$ cat src/rtl/stopwatch_ctrl.sv
// Stopwatch control sequencer: button edge detection, IDLE/RUN/PAUSE/EXPIRED
// state machine, tenth-second tick prescaler and display flash timing.
module stopwatch_ctrl #(
    parameter int TICK_DIV  = 10_000_000,
    parameter int FLASH_DIV = 2_500_000
) (
    input  logic       clk,
    input  logic       reset,
    input  logic       btn_start,
    input  logic       btn_stop,
    input  logic       btn_clear,
    input  logic       btn_lap,
    input  logic       mode_down,
    input  logic       zero_flag,
    input  logic       max_flag,
    output logic       cnt_en,
    output logic       cnt_dir,
    output logic       cnt_clear,
    output logic       lap_latch,
    output logic       lap_hold,
    output logic       blank,
    output logic [1:0] state
);

    typedef enum logic [1:0] {
        IDLE    = 2'd0,
        RUN     = 2'd1,
        PAUSE   = 2'd2,
        EXPIRED = 2'd3
    } state_t;

    typedef enum logic [2:0] {
        EV_NONE,
        EV_CLEAR,
        EV_STOP,
        EV_START,
        EV_LAP
    } event_t;

    localparam int PW = (TICK_DIV  > 2) ? $clog2(TICK_DIV)  : 1;
    localparam int FW = (FLASH_DIV > 2) ? $clog2(FLASH_DIV) : 1;
    localparam logic [PW-1:0] PRESC_LAST = PW'(TICK_DIV - 1);
    localparam logic [FW-1:0] FLASH_LAST = FW'(FLASH_DIV - 1);

    state_t        state_r;
    logic [PW-1:0] presc;
    logic [FW-1:0] flash_cnt;
    logic          btn_start_q, btn_stop_q, btn_clear_q, btn_lap_q;
    event_t        ev;
    logic          tick;

    assign state = state_r;

    // Only the highest-priority rising edge of the cycle survives.
    always_comb begin
        ev = EV_NONE;
        if (btn_clear & ~btn_clear_q)
            ev = EV_CLEAR;
        else if (btn_stop & ~btn_stop_q)
            ev = EV_STOP;
        else if (btn_start & ~btn_start_q)
            ev = EV_START;
        else if (btn_lap & ~btn_lap_q)
            ev = EV_LAP;
    end

    assign tick = (state_r == RUN) && (presc == PRESC_LAST);

    // NOTE: every register below uses non-blocking assignment so all state
    // updates see the pre-edge values of each other, exactly like flip-flops.
    always_ff @(posedge clk) begin
        if (reset) begin
            // Edge registers start high so a button held through reset
            // must be released and pressed again to count.
            btn_start_q <= 1'b1;
            btn_stop_q  <= 1'b1;
            btn_clear_q <= 1'b1;
            btn_lap_q   <= 1'b1;
            state_r     <= IDLE;
            presc       <= '0;
            flash_cnt   <= '0;
            cnt_en      <= 1'b0;
            cnt_dir     <= 1'b0;
            cnt_clear   <= 1'b0;
            lap_latch   <= 1'b0;
            lap_hold    <= 1'b0;
            blank       <= 1'b0;
        end else begin
            btn_start_q <= btn_start;
            btn_stop_q  <= btn_stop;
            btn_clear_q <= btn_clear;
            btn_lap_q   <= btn_lap;

            cnt_en    <= 1'b0;
            cnt_clear <= 1'b0;
            lap_latch <= 1'b0;

            if (ev == EV_CLEAR) begin
                state_r   <= IDLE;
                cnt_clear <= 1'b1;
                presc     <= '0;
                flash_cnt <= '0;
                lap_hold  <= 1'b0;
                blank     <= 1'b0;
            end else begin
                unique case (state_r)
                    IDLE: begin
                        if (ev == EV_START && !(mode_down && zero_flag)) begin
                            state_r <= RUN;
                            cnt_dir <= mode_down;
                            presc   <= '0;
                        end
                    end

                    RUN: begin
                        // The stop cycle still counts as a RUN cycle, so the
                        // prescaler advances before it is frozen in PAUSE.
                        presc <= tick ? '0 : presc + 1'b1;
                        if (tick && cnt_dir && zero_flag) begin
                            state_r   <= EXPIRED;
                            lap_hold  <= 1'b0;
                            blank     <= 1'b1;
                            flash_cnt <= '0;
                        end else begin
                            if (tick) begin
                                if (!cnt_dir && max_flag)
                                    state_r <= PAUSE;
                                else
                                    cnt_en <= 1'b1;
                            end
                            if (ev == EV_STOP) begin
                                state_r <= PAUSE;
                            end else if (ev == EV_LAP) begin
                                lap_hold  <= ~lap_hold;
                                lap_latch <= ~lap_hold;
                            end
                        end
                    end

                    PAUSE: begin
                        if (ev == EV_START)
                            state_r <= RUN;
                        else if (ev == EV_LAP && lap_hold)
                            lap_hold <= 1'b0;
                    end

                    EXPIRED: begin
                        if (flash_cnt == FLASH_LAST) begin
                            flash_cnt <= '0;
                            blank     <= ~blank;
                        end else begin
                            flash_cnt <= flash_cnt + 1'b1;
                        end
                    end

                    default: state_r <= IDLE;
                endcase
            end
        end
    end

endmodule
$ cat config.mk
export PLATFORM = sky130hd
export DESIGN_NAME = stopwatch_ctrl
export DESIGN_NICKNAME = d
export VERILOG_FILES = /design/src/rtl/stopwatch_ctrl.sv
export SDC_FILE = /design/constraint.sdc
export NUM_CORES = 1
export LEC_CHECK = 0
export CORE_ASPECT_RATIO = 0.6
export CORE_MARGIN = 2
export CORE_UTILIZATION = 36
export DETAILED_ROUTE_END_ITERATION = 10
export GPL_ROUTABILITY_DRIVEN = 0
export GPL_TIMING_DRIVEN = 1
export PLACE_DENSITY = 0.6
export SLEW_MARGIN = 30
export SYNTH_ARGS = -nofsm -noshare
export SYNTH_HDL_FRONTEND = slang
export SYNTH_SLANG_ARGS = --single-unit
$ cat constraint.sdc
create_clock -name clk -period 2.7 [get_ports clk]
set_clock_uncertainty 0.2 [all_clocks]
set_input_delay 0.27 -clock clk [delete_from_list [all_inputs] [get_ports clk]]
set_output_delay 0.27 -clock clk [all_outputs]
set_load 0.005 [all_outputs]
==> results.txt <==
- Run status: completed
- The first global-routing pass estimated 12.68 mm of wire.
- HPWL after detailed placement: 5.372 mm
* Total congestion overflow after global routing: 0
- Met1 capacity usage during global routing: 27.34%
- Maximum number of pins on one net before global-route repair: 46
* I/O pin cnt: 17
- Combinational logic burns a little under a quarter of the power.
- The number of hold buffers added after CTS was 0.
- Final clock period utilization by the worst path: 92.67%
- Final worst hold slack: 284.8 ps
* DR DRC count: 0
- Syn nets: 380
- Number of maximum-capacitance constraint violations: 0
- Counting cells, the worst reg-to-reg path comes to 7.
- Launch point of the worst hold path: flash_cnt[21]
- TritonCTS created 9 clock buffers.
* Pwr Density: about 770 nW/um^2
* Number of failing hold endpoints at the final stage: 0
* RSZ-0062 raised after global routing: false
- Gr usage total: 17.82%
* M3 GR Usage: under 10%
- Of the cells placed in the final design, the portion with a size suffix greater than 1 is 13.59%.
* DR vias: between 2,000 and 3,000
- The cell sitting at the root of the clock tree is a sky130_fd_sc_hd__clkbuf_16.
- Beginning of the worst register-to-register path: state[0]
- The layout has 805 filler cells.
- The top cell type by area accounts for between 30% and 40% of the synthesized area.
- Fin util: 44.21%
- The critical path starts at state[0].
- Data arrival, critical path: 2560 ps
- Synthesis produced a netlist whose cell count is 365.
* Clock latency at the later pin of the worst-skew pair: 330 ps
- Post-CTS timing repair inserted 0 buffers for setup.
* Top fanout value on the critical path: 13
- STA puts the critical path data required time at 2750 ps.
- After synthesis the netlist holds a flip-flop and latch count of 58.
- Die height: 75.77 um
- The clock passes through at most 2 buffers.
- Of all flip-flops after synthesis, the portion carrying an async set or reset was 0%.
- In this run the static leakage power is 1.150 nW.
- In this run the power spent charging and discharging nets is 833.9 uW.
- Hold crit path type: reg2reg
- Number of setup violations in the final report: 0
- Sw frac: 28.96%
* Count of input and output buffers: 16
* Resized cells post-CTS: 0
- Total power of the final layout: 2.880 mW
- Antenna Cells: 0
* Number of synthesis warnings: 0
- Rows: 26
- TritonCTS built the clock tree.
- The worst pin sits at a relative slew slack of 56.65%.
- After global routing, the most crowded layer is met1.
- The initial antenna violation count came to 0.
* Number of slew-limit violations in the final report: 0
* Synth top area cells: sky130_fd_sc_hd__dfxtp_1, sky130_fd_sc_hd__a21oi_1, sky130_fd_sc_hd__nand4_1
- Kind of launch point of the worst setup path: flop
- Most used flip-flop cell after synthesis: sky130_fd_sc_hd__dfxtp_1
- For this run, global-route usage on met2 was measured as 22.47%.
* DRC violation total after the first TritonRoute iteration: 234
- Average instance area after synthesis: 8.467 um^2
- Summing all multi-input logic gate instances after layout gives 1799 um^2.
- Timing-limited maximum frequency: 0.3997 GHz
- Die X: 123.6 um
- The share of total power dissipated in sequential elements is 31.7%.
- Tightest Pin Transition: 648.4 ps
- Initial core utilization: approximately 37%
- The synthesized design contains 0 enable-type register cells.
- Dividing the detail-routed wire length by the instance count gives between 10 and 15 um.
* Clock power frac: between 40 and 50%
- Number of cells on the worst hold path: 2
- Synthesis-to-layout area growth: 20.53%
- The worst-case IR drop observed on VDD is 456.8 uV.
- The H-tree was split into 3 levels.
* Internal Power: just over 2 mW
* Final layout net count: 400
- Classification of the worst setup path: reg2reg
* Non-filler cells in the finished layout: 502
- Summing all flip-flop and latch instances after layout gives 1161 um^2.
- The number of global-route vias before repair came to ~2,500.
* Post-detailed-route count of antenna-violating nets: 0
* Leading area contributor after synthesis: sky130_fd_sc_hd__dfxtp_1
- The die covers about 9400 um^2.
- The region available for standard cell placement spans 8426 um^2.
- The clock period could shrink to 2502 ps.
* Count of TritonRoute iterations in the first routing pass: 5
* Total number of clock tree sinks: just under 60
* Number of different library cells in the post-synthesis netlist: 56
- Via-per-instance ratio: about 5.6
* Setup tns final: 0 ps
- STA classifies the critical path endpoint as a flop.
- Part of the Yosys area used for sequential elements: a little under two fifths
- Final routed wirelength across all metal layers: approximately 7.5 mm
- Cell total after placement: roughly 490
- The cell area that synthesis handed to floorplanning was 3090 um^2.
* Clock transition at path regs: about 50 ps
layer usage:
layer	share of wire [%]	vias up
met5	0	-
met4	1.2	0
met3	7.2	12
met2	36	83
met1	56	1313
li1	-	1419
synth_stat cells (2+ instances only):
library cell and number:
sky130_fd_sc_hd__dfxtp_1 58, sky130_fd_sc_hd__a21oi_1 30, sky130_fd_sc_hd__nand2_1 29, sky130_fd_sc_hd__nor2_1 27, sky130_fd_sc_hd__nand4_1 21, sky130_fd_sc_hd__or4_1 17
sky130_fd_sc_hd__nand3_1 16, sky130_fd_sc_hd__o21ai_0 15, sky130_fd_sc_hd__o31ai_1 15, sky130_fd_sc_hd__or3_1 15, sky130_fd_sc_hd__inv_1 10, sky130_fd_sc_hd__nor4_1 10
sky130_fd_sc_hd__clkbuf_1 8, sky130_fd_sc_hd__or2_2 8, sky130_fd_sc_hd__xnor2_1 7, sky130_fd_sc_hd__xor2_1 7, sky130_fd_sc_hd__ha_1 6, sky130_fd_sc_hd__and4_1 5
sky130_fd_sc_hd__buf_2 5, sky130_fd_sc_hd__nand2b_1 4, sky130_fd_sc_hd__nor3_1 4, sky130_fd_sc_hd__a21oi_2 3, sky130_fd_sc_hd__and3_1 3, sky130_fd_sc_hd__nor2b_1 3
sky130_fd_sc_hd__a31oi_1 2, sky130_fd_sc_hd__and2_1 2, sky130_fd_sc_hd__buf_4 2, sky130_fd_sc_hd__buf_6 2, sky130_fd_sc_hd__nor3b_1 2, sky130_fd_sc_hd__nor4b_1 2
sky130_fd_sc_hd__o221a_2 2
flip-flops by register name, summed over array words and instances, names as in the netlist:
| signal | flops |
|---|---|
| btn_clear_q | 1 |
| blank | 1 |
| presc | 24 |
| state | 2 |
| btn_start_q | 1 |
| cnt_en | 1 |
| lap_hold | 1 |
| btn_stop_q | 1 |
| flash_cnt | 22 |
| lap_latch | 1 |
| cnt_dir | 1 |
| btn_lap_q | 1 |
| cnt_clear | 1 |
layout by cell type, fill, tap and decap left out, types with 14 or more instances in the layout:
cell	synthesis	final
sky130_fd_sc_hd__or3_1	15	15
sky130_fd_sc_hd__o21ai_0	15	14
sky130_fd_sc_hd__or4_1	17	17
sky130_fd_sc_hd__o31ai_1	15	15
sky130_fd_sc_hd__nand3_1	16	16
sky130_fd_sc_hd__nand4_1	21	21
sky130_fd_sc_hd__nor2_1	27	27
sky130_fd_sc_hd__dfxtp_1	58	58
sky130_fd_sc_hd__a21oi_1	30	30
sky130_fd_sc_hd__clkdlybuf4s50_1	0	16
sky130_fd_sc_hd__nand2_1	29	29
power by group through the flow:
stage               sequential [mW]  combinational [mW]  clock [mW]
global placement              0.926               0.674           0
detailed placement            0.927               0.677           0
CTS                           0.911               0.683        1.30
floorplan                     0.930               0.429           0
finish                        0.912               0.689        1.28
global route                  0.914               0.759        1.34
path summary, 6_finish.rpt:
| kind | end | slack (ps) |
|---|---|---|
| hold / removal | flash_cnt[21] | 280 |
| setup reg to reg | presc[21] | 200 |
| hold reg to reg | flash_cnt[21] | 280 |
| setup / recovery | presc[21] | 200 |
area by class of cell:
class | instances | share of cell area, %
Tap cell | 112 | 3.762
Clock buffer | 12 | 7.155
Timing Repair Buffer | 26 | 6.651
Sequential cell | 58 | 31.17
Clock inverter | 4 | 1.948
Inverter | 10 | 1.008
Multi-Input combinational cell | 280 | 48.30
worst max-delay path: stages (launching register included):
cell and delay [ps]:
sky130_fd_sc_hd__dfxtp_1 410, sky130_fd_sc_hd__inv_1 80, sky130_fd_sc_hd__ha_1 240, sky130_fd_sc_hd__inv_1 160
sky130_fd_sc_hd__a41oi_4 50, sky130_fd_sc_hd__or4_4 640, sky130_fd_sc_hd__or4_1 490, sky130_fd_sc_hd__a21oi_1 150
kinds of logic after synthesis:
| logic type | after synthesis | synth area share, % |
|---|---|---|
| simple gates | 180 | 34.13 |
| xor+xnor | 14 | 3.968 |
| fa+ha+maj | 6 | 2.429 |
| buf+inv | 27 | 4.210 |
| flops | 58 | 37.57 |
| compound gates | 78 | 17.00 |
| mux | 2 | 0.6882 |
through the flow:
stage | setup slack [ps] | cell area [um^2]
floorplan | 369.5 | 3090
global placement | 116.4 | 3386
detailed placement | 101.1 | 3386
CTS | 199.1 | 3725
global route | 32.86 | 3725
finish | 197.8 | 3725
Note: power is estimated with default switching activity, not from simulation.
